## config.mk

```make
export PLATFORM = sky130hd
export DESIGN_NAME = qed_inst_pair_issuer
export DESIGN_NICKNAME = d
export VERILOG_FILES = /design/src/rtl/qed_inst_pair_issuer.sv
export SDC_FILE = /design/constraint.sdc
export NUM_CORES = 1
export LEC_CHECK = 0
export ABC_CLOCK_PERIOD_IN_PS = 2350
export CAP_MARGIN = 25
export CORE_UTILIZATION = 50
export CTS_BUF_LIST = sky130_fd_sc_hd__clkbuf_4 sky130_fd_sc_hd__clkbuf_8 sky130_fd_sc_hd__clkbuf_16
export CTS_CLUSTER_SIZE = 25
export DETAILED_ROUTE_END_ITERATION = 8
export PLACE_DENSITY = 0.7
export SLEW_MARGIN = 20
export SYNTH_ARGS = -nofsm -noshare
export SYNTH_HDL_FRONTEND = slang
export SYNTH_SLANG_ARGS = --single-unit
```

## constraint.sdc

```tcl
create_clock -name clk -period 2.35 [get_ports clk]
set_input_delay 0.47 -clock clk [delete_from_list [all_inputs] [get_ports clk]]
set_output_delay 0.47 -clock clk [all_outputs]
set_load 0.02 [all_outputs]
```

## src/rtl/qed_inst_pair_issuer.sv

```systemverilog
// Dual-core instruction issuer: one source stream mirrored into two per-core FIFOs.
// Optional legality filter enabled by defining QED_INST_FILTER_EN.

module qed_inst_pair_fifo #(
    parameter int DEPTH = 4,
    parameter int CNT_W = 16,
    localparam int AW   = $clog2(DEPTH)
) (
    input  logic             clk,
    input  logic             rstn,
    input  logic             push,
    input  logic [31:0]      wdata,
    input  logic             rdy,
    output logic [31:0]      inst,
    output logic             vld,
    output logic [AW:0]      next_cnt,
    output logic [CNT_W-1:0] issue_cnt
);
    localparam logic [31:0] NOP = 32'h00000013;

    logic [DEPTH-1:0][31:0] mem;
    logic [AW-1:0]          rptr, wptr;
    logic [AW:0]            cnt;
    logic                   pop;

    assign vld  = (cnt != '0);
    assign pop  = vld & rdy;
    assign inst = mem[rptr];

    always_comb begin
        next_cnt = cnt;
        if (push && !pop)
            next_cnt = cnt + (AW+1)'(1);
        else if (!push && pop)
            next_cnt = cnt - (AW+1)'(1);
    end

    always_ff @(posedge clk or negedge rstn) begin
        if (!rstn) begin
            for (int i = 0; i < DEPTH; i++) mem[i] <= NOP;
            rptr      <= '0;
            wptr      <= '0;
            cnt       <= '0;
            issue_cnt <= '0;
        end else begin
            if (push) begin
                mem[wptr] <= wdata;
                wptr      <= wptr + AW'(1);
            end
            if (pop) begin
                rptr      <= rptr + AW'(1);
                issue_cnt <= issue_cnt + CNT_W'(1);
            end
            cnt <= next_cnt;
        end
    end
endmodule

module qed_inst_pair_issuer #(
    parameter int DEPTH = 4,
    parameter int CNT_W = 16
) (
    input  logic             clk,
    input  logic             rstn,
    input  logic [31:0]      inst_in,
    input  logic             inst_in_valid,
    output logic             inst_in_ready,
    output logic [31:0]      cpu0_inst,
    output logic             cpu0_valid,
    input  logic             cpu0_ready,
    output logic [31:0]      cpu1_inst,
    output logic             cpu1_valid,
    input  logic             cpu1_ready,
    output logic [CNT_W-1:0] issue_cnt0,
    output logic [CNT_W-1:0] issue_cnt1,
    output logic             in_sync,
    output logic             illegal_seen
);
    localparam int          AW   = $clog2(DEPTH);
    localparam logic [AW:0] FULL = (AW+1)'(DEPTH);
    localparam logic [31:0] NOP  = 32'h00000013;

    logic                        push;
    logic [31:0]                 word;
    logic                        ready_q, sync_q;
    logic [1:0]                  rdy, vld;
    logic [1:0][31:0]            inst;
    logic [1:0][AW:0]            ncnt;
    logic [1:0][CNT_W-1:0]       icnt;

    assign push = inst_in_valid & ready_q;
    assign rdy  = {cpu1_ready, cpu0_ready};

`ifdef QED_INST_FILTER_EN
    logic legal, illegal_q;

    always_comb begin
        legal = 1'b1;
        case (inst_in[6:0])
            7'b0110011: begin
                if (inst_in[14:12] == 3'b000 || inst_in[14:12] == 3'b101)
                    legal = (inst_in[31:25] == 7'b0000000) || (inst_in[31:25] == 7'b0100000);
                else
                    legal = (inst_in[31:25] == 7'b0000000);
            end
            7'b0010011: begin
                if (inst_in[14:12] == 3'b001)
                    legal = (inst_in[31:25] == 7'b0000000);
                else if (inst_in[14:12] == 3'b101)
                    legal = (inst_in[31:25] == 7'b0000000) || (inst_in[31:25] == 7'b0100000);
            end
            default: legal = 1'b1;
        endcase
    end

    assign word = legal ? inst_in : NOP;

    always_ff @(posedge clk or negedge rstn) begin
        if (!rstn) illegal_q <= 1'b0;
        else       illegal_q <= illegal_q | (push & ~legal);
    end
    assign illegal_seen = illegal_q;
`else
    assign word         = inst_in;
    assign illegal_seen = 1'b0;
`endif

    // Both FIFOs share push and data so the streams can never diverge.
    for (genvar g = 0; g < 2; g++) begin : g_core
        qed_inst_pair_fifo #(.DEPTH(DEPTH), .CNT_W(CNT_W)) u_fifo (
            .clk       (clk),
            .rstn      (rstn),
            .push      (push),
            .wdata     (word),
            .rdy       (rdy[g]),
            .inst      (inst[g]),
            .vld       (vld[g]),
            .next_cnt  (ncnt[g]),
            .issue_cnt (icnt[g])
        );
    end

    // Ready is registered off next-state counts, so no path from cpuN_ready.
    always_ff @(posedge clk or negedge rstn) begin
        if (!rstn) begin
            ready_q <= 1'b0;
            sync_q  <= 1'b1;
        end else begin
            ready_q <= (ncnt[0] < FULL) && (ncnt[1] < FULL);
            sync_q  <= (ncnt[0] == ncnt[1]);
        end
    end

    assign inst_in_ready = ready_q;
    assign in_sync       = sync_q;
    assign cpu0_inst     = inst[0];
    assign cpu1_inst     = inst[1];
    assign cpu0_valid    = vld[0];
    assign cpu1_valid    = vld[1];
    assign issue_cnt0    = icnt[0];
    assign issue_cnt1    = icnt[1];
endmodule

```

Word level (Yosys, flattened, before mapping)
Index checks and enable logic that the tools add are counted.
{"block": "totals", "reg_bits": 304, "output_inout_bits": 101}
{"block": "op_classes", "addsub": 10, "n_lt_le_gt_ge": 8, "n_eq_ne": 1, "n_mux": 14, "n_bitwise": 3, "n_reduce_logical": 12}
{"operator": "bitwise mux 128 bit", "n": 2}
{"operator": "binary-select mux 32 bit (select 2 bit)", "n": 2}
{"operator": "demux 32 bit (select 2 bit)", "n": 2}
{"operator": "two-way mux 32 bit", "n": 4}
{"operator": "adder 16 x 1 -> 16 bit, second input constant", "n": 2}
{"operator": "less-than comparator 2 x 3 -> 1 bit, second input constant", "n": 4}
{"operator": "two-way mux 3 bit", "n": 4}
{"operator": "adder 2 x 1 -> 2 bit, second input constant", "n": 4}
{"operator": "logical AND 1 bit", "n": 7}
{"operator": "adder 3 x 1 -> 3 bit, second input constant", "n": 2}
{"operator": "less-than comparator 3 bit, second input constant", "n": 2}
{"operator": "nonzero test 3 bit", "n": 2}
{"operator": "subtractor 3 x 1 -> 3 bit, second input constant", "n": 2}
{"operator": "greater-or-equal comparator 2 x 1 -> 1 bit, second input constant", "n": 2}
{"operator": "AND 1 bit", "n": 3}
{"operator": "== test 3 bit", "n": 1}
{"operator": "zero test 1 bit", "n": 3}

Logic depth before layout (Yosys ltp)
Gate-level depths: netlist (run 1).
{"block": "depth", "word_depth": 7, "depth_mapped": 10, "mapped_depth_nobuf": 9}

Cells and area by module
From an unflattened synthesis (run 1), not the netlist that was laid out.
{"block": "hier_totals", "hier_cells": 837, "area_unflattened_um2": 13367.8}
{"mod": "qed_inst_pair_fifo at g_core[1].u_fifo", "n_inst": 1, "cells_each": 415, "area_each_um2": 6665.1}
{"mod": "qed_inst_pair_fifo at g_core[0].u_fifo", "n_inst": 1, "cells_each": 411, "area_each_um2": 6586.3}
{"mod": "qed_inst_pair_issuer", "n_inst": 1, "cells_each": 11, "area_each_um2": 116.4}

Least setup slack after synthesis (run 1)
OpenSTA, ideal clock, no wires.
{"block": "synth_path", "path_type": "flip-flop to flip-flop", "from": "reg g_core[1].u_fifo.cnt[0]", "to": "reg sync_q (netlist: in_sync)", "setup_time_ns": 0.089, "t_arrival_ns": 1.985, "t_required_ns": 2.261, "setup_slack_ns": 0.276, "stages_incl_launch_ff": 11, "period_less_slack_ns": 2.074, "cell_sequence": "dfrtp_1 inv_1 ha_1 nand2b_4 and2_1 buf_4 nand3_1 nand2_1 xnor2_1 ha_1 nor4bb_4"}
{"block": "synth_via", "elab_chain_cells": 6, "word_cells_on_any_way": 10, "cone_classes": "add/sub (2); eq/ne (1); mux (2); bitwise (1); reduce/logical (4)"}
{"item": "start: declaration", "line_no": "23", "rtl": "logic [AW:0] cnt;"}
{"item": "start signal: assignment", "line_no": "54", "rtl": "cnt <= next_cnt;"}
{"item": "nonzero test 3 bit *", "line_no": "26", "rtl": "assign vld = (cnt != '0);"}
{"item": "net cpu1_valid", "line_no": "72", "rtl": "output logic cpu1_valid,"}
{"item": "AND 1 bit *", "line_no": "27", "rtl": "assign pop = vld & rdy;"}
{"item": "logical AND 1 bit / zero test 1 bit (equally long branches)", "line_no": "34, 32"}
{"item": "two-way mux 3 bit / logical AND 1 bit (equally long branches)", "line_no": "34, 32"}
{"item": "two-way mux 3 bit *", "line_no": "32", "rtl": "if (push && !pop)"}
{"item": "== test 3 bit *", "line_no": "150", "rtl": "sync_q <= (ncnt[0] == ncnt[1]);"}
{"item": "end signal: assignment", "line_no": "150"}
{"item": "end: declaration", "line_no": "85", "rtl": "logic ready_q, sync_q;"}
Mark *: on every way through the listed nets, which the timed path passes. The rest lies on a longest branch.
A chain may end at the register's enable or synchronous reset.

Worst setup path in the final report (run 1)
{"block": "layout_path", "from": "reg g_core[0].u_fifo.rptr[0]", "to": "out cpu0_inst[21]"}
{"block": "layout_via", "elab_chain_cells": 2}
{"item": "start: declaration", "line_no": "22", "rtl": "logic [AW-1:0] rptr, wptr;"}
{"item": "start signal: assignment", "line_no": "51", "rtl": "rptr <= rptr + AW'(1);"}
{"item": "binary-select mux 32 bit (select 2 bit)", "line_no": "28", "rtl": "assign inst = mem[rptr];"}
{"item": "two-way mux 32 bit (not written as such)", "line_no": "28"}
{"item": "end: declaration", "line_no": "68", "rtl": "output logic [31:0] cpu0_inst,"}
No other way between the ends. The select of a mux whose other input is x is not followed.

==> impl_metrics.csv, run 1 <==
group,metric,value,unit
run_status,status,"finished with violations",
run_status,violations,"design-rule violations, negative setup slack",
worst_setup_path,r2r_setup_slack,0.32,ns
flow_run,drv_cap,0,
floorplanning,start_util,51.3,%
placement,numPortBuffers,136,
worst_setup_path,path_class,"register to primary output",
floorplanning,core,26300,um^2
timing,slew_headroom,60.7,%
timing,fin_crit,2.38,ns
routing,wl,28.3,mm
global_route,grt_overflow,0,
worst_setup_path,arrival,1.91,ns
timing,tightest_slew,0.589,ns
worst_hold_path,hold_path_class,"register to register",
routing,first_pass_iters,6,
worst_setup_path,startpoint_type,"register",
pwr,ir_drop,0.861,mV
synth,ys_types,38,
pwr,p_per_area,1540,nW/um^2
global_route,grt_pass1_wl,46.4,mm
cells_and_area,syn_to_final_growth,24.8,%
timing,min_period_over_period,101,%
timing,fin_skew,0.0157,ns
routing,via_count,7585,
synth,syn_inst,837,
timing,tns,-0.152,ns
cells_and_area,mostFrequentLayoutCell,"dfrtp_1",
synth,yosysSeqAreaShare,56.6,%
worst_setup_path,crit_fanout,6,
routing,drc,11,
worst_setup_path,critPathMostFrequentCell,"buf_12",
synth,synth_edf_count,0,
synth,ys_ff_latch,304,
worst_setup_path,crit_buf_inv,3,
cells_and_area,nNetsFinal,1071,
synth,synth_area,13500,um^2
synth,synth-async-reset-ratio,100,%
cells_and_area,n_antenna_cell,0,
global_route,grt_start_max_net_pins,67,
worst_setup_path,crit_chain,"buf_12, buf_12, mux4_2, buf_6",
timing,fin_ws,-0.0348,ns
synth,synth_flop_cell,"dfrtp_1",
timing,rsz0062_at_grt,"yes",
global_route,grt_pass1_vias,8140,
clocking,htree_levels,2,
clocking,ctsRootBufferMaster,"clkbuf_16",
clocking,cts_sinks,304,
timing,maxSlewViolCount,0,
clocking,path_clk_slew,0.06,ns
global_route,antenna_found_initial,1,
timing,max_freq,419,MHz
clocking,cts_tree,"yes",
timing,whs,0.481,ns
synth,syn-mean-instance-area,16.1,um^2
placement,place_congestion,0.712,
placement,dp_hpwl,17.4,mm
clocking,clock_latency,0.51,ns
cells_and_area,final_cell_mix,"275 x dfrtp_1, 256 x mux2_2, 69 x clkdlybuf4s50_1",
clocking,cts_made_buffers,34,
clocking,cts.path.max_buffers,3,
floorplanning,fp.dieW,166,um
timing,setup_viol,12,
pwr,p_leak,7.47,nW
routing,wl_per_cell,20.6,um
worst_setup_path,worstPathRequired,1.88,ns
worst_setup_path,critPathSlowestCell,"mux4_2",
synth,yosysWarnings,0,
routing,detail_route.iter0.violations,333,
timing,hold_viol,0,
routing,via_per_inst,5.50,
synth,syn-num-nets,891,
worst_setup_path,cp-end-kind,"primary output",
floorplanning,io_pins,138,
floorplanning,rows,59,
floorplanning,die_area,27600,um^2
global_route,grt.total_usage,21.6,%
cells_and_area,regArea,7640,um^2
cells_and_area,multi_input_area,5510,um^2
floorplanning,die_y,166,um
cells_and_area,fill_cells,1930,
worst_setup_path,critPathTopFamily,"multiplexers",
worst_setup_path,critical_path.max_stage_delay,0.54,ns
routing,drtAntennaViolNets,0,
cells_and_area,drive_gt1_share,52.9,%
report_power, final:
group          switching (mW)  total [mW]  internal [mW]  leakage (nW)
logic                    5.01        11.3           6.28          3.18
clock network            2.06        5.51           3.44         0.603
registers                1.29        9.08           7.79          3.69
total                    8.36        25.9           17.5          7.47
synthesized netlist by cell type (2+ instances only):
cell type	number	area, um^2
buf_2	8	40.0
xnor2_1	33	289
ha_1	17	213
and3_1	3	18.8
nor3_1	3	15.0
buf_6	3	33.8
buf_4	27	203
nand3_1	15	75.1
xor2_1	8	70.1
o21ai_0	3	15.0
nor2_1	10	37.5
dfstp_2	25	657
inv_1	14	52.6
mux2_2	256	2880
nand2_1	33	124
clkbuf_1	8	30.0
nand4_4	2	42.5
and2_4	2	17.5
nand4_1	6	37.5
nand2b_4	2	27.5
dfrtp_1	279	6980
mux4_2	64	1440
final timing paths:
kind | start | depth (start not counted) | endpoint
worst min register to register | g_core[1].u_fifo.issue_cnt[15] | 1 | g_core[1].u_fifo.issue_cnt[15]
worst max register to register | g_core[1].u_fifo.cnt[0] | 9 | in_sync
worst min-delay path | g_core[1].u_fifo.issue_cnt[15] | 1 | g_core[1].u_fifo.issue_cnt[15]
worst max-delay path | g_core[0].u_fifo.rptr[0] | 4 | cpu0_inst[21]
min in group asynchronous | rstn | 2 | g_core[1].u_fifo.mem[39]
max in group asynchronous | rstn | 3 | g_core[0].u_fifo.mem[32]
what timing repair did:
| item | CTS | global route |
|---|---|---|
| gates resized for setup | 276 | 44 |
| buffers inserted | 7 | 10 |
| cloned | 3 | 0 |
| hold buffers | 1 | 0 |
| endpoints found under the hold margin | 54 | 0 |
| endpoints found under the setup margin | 66 | 42 |
per-layer routing:
metal | track usage (%) | wire, um | vias up
met2 | 33.8 | 13100 | 150
met5 | 0 | 0 | -
met3 | 4.50 | 1460 | 40
li1 | - | - | 3398
met4 | 6.52 | 558 | 0
met1 | 30.5 | 13200 | 3997
kinds of logic after synthesis:
kind of cell | count (synthesis) | share of synthesized area, %
AO/OA/AOI/OAI | 9 | 0.529
other | 1 | 0.0278
buffers and inverters | 60 | 2.66
XOR/XNOR | 43 | 2.99
adder cells (fa/ha/maj) | 18 | 1.66
flip-flops | 304 | 56.6
multiplexers | 320 | 32.1
AND/OR/NAND/NOR | 82 | 3.43
through the flow:
stage                     setup slack (ns)  power, mW  util [%]  instance area [um^2]  std cells
after floorplan                      0.276       16.1         -                 13500        837
after global placement               0.129       20.2      59.1                 15500       1297
after detailed placement             0.134       20.4      59.1                 15500       1297
after CTS                          -0.0993       25.5      63.2                 16600       1370
after global routing               -0.0761       27.2      64.0                 16800       1378
final                              -0.0348       25.9      64.0                 16800       1378
state kept, by name (all words and copies together), names as in the netlist:
name and flops:
g_core.u_fifo.cnt 6, g_core.u_fifo.issue_cnt 32, g_core.u_fifo.mem 256, g_core.u_fifo.rptr 4
g_core.u_fifo.wptr 4, in_sync 1, inst_in_ready 1
area by class of cell:
class / instances / share of cell area [%]
Clock buffer: 56 / 6.57
Clock inverter: 6 / 0.476
Inverter: 14 / 0.312
Multi-Input combinational cell: 473 / 32.7
Sequential cell: 304 / 45.4
Tap cell: 335 / 2.49
Timing Repair Buffer: 190 / 12.0
Power figures use the tool's default switching activity.
==> run 2: changes to the inputs <==
--- a/config.mk
+++ b/config.mk
@@ -11,6 +11,7 @@
 export CTS_BUF_LIST = sky130_fd_sc_hd__clkbuf_4 sky130_fd_sc_hd__clkbuf_8 sky130_fd_sc_hd__clkbuf_16
 export CTS_CLUSTER_SIZE = 25
 export DETAILED_ROUTE_END_ITERATION = 8
+export HOLD_SLACK_MARGIN = 0.15
 export PLACE_DENSITY = 0.7
 export SLEW_MARGIN = 20
 export SYNTH_ARGS = -nofsm -noshare
==> results of run 2 <==
No change in the layout: final DEF, timing and power equal those of run 1.
==> run 3: changes to the inputs <==
--- a/config.mk
+++ b/config.mk
@@ -5,7 +5,7 @@
 export SDC_FILE = /design/constraint.sdc
 export NUM_CORES = 1
 export LEC_CHECK = 0
-export ABC_CLOCK_PERIOD_IN_PS = 2350
+export ABC_CLOCK_PERIOD_IN_PS = 3000
 export CAP_MARGIN = 25
 export CORE_UTILIZATION = 50
 export CTS_BUF_LIST = sky130_fd_sc_hd__clkbuf_4 sky130_fd_sc_hd__clkbuf_8 sky130_fd_sc_hd__clkbuf_16
==> constraint.sdc (replaced) <==
create_clock -name clk -period 3 [get_ports clk]
set_input_delay 0.6 -clock clk [delete_from_list [all_inputs] [get_ports clk]]
set_output_delay 0.6 -clock clk [all_outputs]
set_load 0.02 [all_outputs]
==> impl_metrics.csv, run 3 (same netlist as run 1, synthesis figures left out) <==
group,metric,value,unit
pwr,power_switching_share,32.2,%
cells_and_area,n_antenna_cell,0,
cells_and_area,nNetsFinal,1047,
floorplanning,die_area,27600,um^2
routing,first_pass_iters,6,
global_route,grt_pass1_wl,44.9,mm
cells_and_area,drive_gt1_share,45.4,%
worst_setup_path,path_class,"register to primary output",
cells_and_area,multi_input_area,5510,um^2
global_route,grt_start_max_net_pins,85,
clocking,path_clk_slew,0.06,ns
worst_setup_path,critPathTopFamily,"buffers and inverters",
pwr,p_int,13.2,mW
routing,drc,11,
pwr,pwr-share-seq,36.7,%
timing,tightest_slew,0.683,ns
timing,fin_crit,2.93,ns
pwr,power_frac_comb,43.9,%
worst_setup_path,arrival,2.33,ns
flow_run,drv_cap,0,
placement,numPortBuffers,136,
routing,via_per_inst,5.53,
routing,wl,27.3,mm
placement,place_congestion,0.720,
clocking,htree_levels,1,
global_route,antenna_found_initial,0,
run_status,status,"finished with violations",
pwr,ir_drop,0.697,mV
timing,slew_headroom,54.4,%
routing,drtAntennaViolNets,0,
worst_hold_path,hold_path_class,"register to register",
worst_setup_path,critical_path.max_stage_delay,0.55,ns
timing,tns,0,ns
clocking,cts_tree,"yes",
cells_and_area,top_regs,"g_core.u_fifo.mem: 256 flops, g_core.u_fifo.issue_cnt: 32 flops, g_core.u_fifo.cnt: 6 flops",
global_route,grt_pass1_vias,8019,
cells_and_area,mostFrequentLayoutCell,"dfrtp_1",
pwr,p_per_area,1180,nW/um^2
timing,rsz0062_at_grt,"no",
worst_setup_path,crit_chain,"buf_12, mux4_2, clkdlybuf4s50_1",
clocking,cts.path.max_buffers,3,
worst_setup_path,critPathSlowestCell,"clkdlybuf4s50_1",
timing,maxSlewViolCount,0,
floorplanning,start_util,51.3,%
floorplanning,rows,59,
timing,hold_viol,0,
cells_and_area,final_cell_mix,"275 x dfrtp_1, 256 x mux2_2, 111 x clkdlybuf4s50_1",
pwr,clock_power_share,19.4,%
run_status,violations,"design-rule violations",
cells_and_area,regArea,7640,um^2
routing,wl_per_cell,20.2,um
clocking,cts_made_buffers,31,
global_route,grt_overflow,0,
pwr,p_switching,6.28,mW
routing,detail_route.iter0.violations,342,
clocking,clock_latency,0.54,ns
worst_setup_path,worstPathRequired,2.40,ns
floorplanning,io_pins,138,
timing,setup_viol,0,
routing,via_count,7475,
worst_setup_path,cp-end-kind,"primary output",
cells_and_area,top_register,"g_core.u_fifo.mem",
global_route,grt.total_usage,20.5,%
placement,dp_hpwl,17.3,mm
cells_and_area,syn_to_final_growth,21.9,%
floorplanning,core,26300,um^2
floorplanning,die_y,166,um
cells_and_area,fin_cells,1352,
timing,fin_skew,0.0125,ns
timing,min_period_over_period,97.5,%
floorplanning,fp.dieW,166,um
placement,dp_cells,1292,
cells_and_area,largest_register_ffs,256,
worst_setup_path,startpoint_type,"register",
worst_setup_path,crit_fanout,13,
timing,max_freq,342,MHz
clocking,ctsRootBufferMaster,"clkbuf_16",
pwr,p_leak,7.28,nW
clocking,cts_sinks,304,
worst_setup_path,crit_buf_inv,2,
cells_and_area,fill_cells,1959,
-- run 3: cell count changes in the layout (fill, tap and decap cells not counted), moves of 2 or more --
cell             before  now
dlygate4sd2_1         2   11
buf_6                29    1
buf_12               27   11
buf_16                2    0
dlymetal6s2s_1        0   13
buf_8                 3    1
clkdlybuf4s50_1      69  111
buf_2                39    0
clkinv_2              4    6
clkbuf_16            37   32
-- run 3: per-stage QoR --
stage | power (mW) | worst slack [ns] | hold slack (ns) | instance area, um^2 | utilization (%)
after detailed placement | 15.9 | 0.525 | 0.464 | 15400 | 58.4
after CTS | 19.6 | 0.000784 | 0.479 | 16400 | 62.3
after global routing | 20.5 | 0.00571 | 0.496 | 16400 | 62.6
final | 19.5 | 0.0742 | 0.478 | 16400 | 62.6
after global placement | 15.7 | 0.548 | 0.459 | 15400 | 58.4
after floorplan | 12.6 | 0.926 | 0.304 | 13500 | -
-- run 3: cell type report --
| cell class | count | share of cell area (%) |
|---|---|---|
| clock buffer | 50 | 5.85 |
| clock inverter | 7 | 0.365 |
| inverter | 14 | 0.320 |
| multi-input combinational | 473 | 33.5 |
| sequential | 304 | 46.5 |
| tap | 335 | 2.55 |
| timing repair buffer | 169 | 10.9 |
-- run 3: worst register-to-register path: cells and delay by family, from the launching register on --
| family | cells | cell delay (ns) |
|---|---|---|
| XOR/XNOR | 1 | 0.14 |
| adder cells (fa/ha/maj) | 2 | 0.53 |
| flip-flops | 1 | 0.47 |
| AND/OR/NAND/NOR | 5 | 0.83 |
| buffers and inverters | 1 | 0.10 |
-- run 3: worst paths after layout --
| kind | start | to | slack, ns | cells after the start |
|---|---|---|---|---|
| worst max-delay path | g_core[0].u_fifo.rptr[0] | cpu0_inst[1] | 0.07 | 3 |
| worst min-delay path | g_core[0].u_fifo.issue_cnt[15] | g_core[0].u_fifo.issue_cnt[15] | 0.48 | 1 |
| worst max register to register | g_core[1].u_fifo.cnt[0] | in_sync | 0.84 | 9 |
| worst min register to register | g_core[0].u_fifo.issue_cnt[15] | g_core[0].u_fifo.issue_cnt[15] | 0.48 | 1 |
| max in group asynchronous | rstn | g_core[0].u_fifo.rptr[1] | 1.56 | 3 |
| min in group asynchronous | rstn | g_core[1].u_fifo.mem[35] | 0.65 | 2 |
-- run 3: layer usage --
| metal | share of wire, % | wire (um) | GRT usage [%] | vias to the layer above |
|---|---|---|---|---|
| li1 | - | - | - | 3363 |
| met1 | 47 | 12700 | 29.8 | 3947 |
| met2 | 48 | 13000 | 33.0 | 130 |
| met3 | 4.1 | 1130 | 3.03 | 35 |
| met4 | 1.5 | 416 | 4.23 | 0 |
| met5 | 0 | 0 | 0 | - |
-- run 3: what timing repair did --
action | in CTS | in global routing
buffers inserted | 0 | 1
endpoints found under the setup margin | 11 | 26
hold buffers | 1 | 0
pin swaps | 0 | 0
gates resized for setup | 11 | 14
hold endpoints to repair | 73 | 0
cloned | 0 | 1
-- run 3: power groups by stage --
stage	sequential (mW)	combinational [mW]	clock, mW
3_3_place_gp	7.12	8.57	0
6_report	7.13	8.55	3.78
2_1_floorplan	6.90	5.73	0
3_5_place_dp	7.18	8.70	0
5_1_grt	7.39	9.08	4.04
4_1_cts	7.12	8.63	3.88
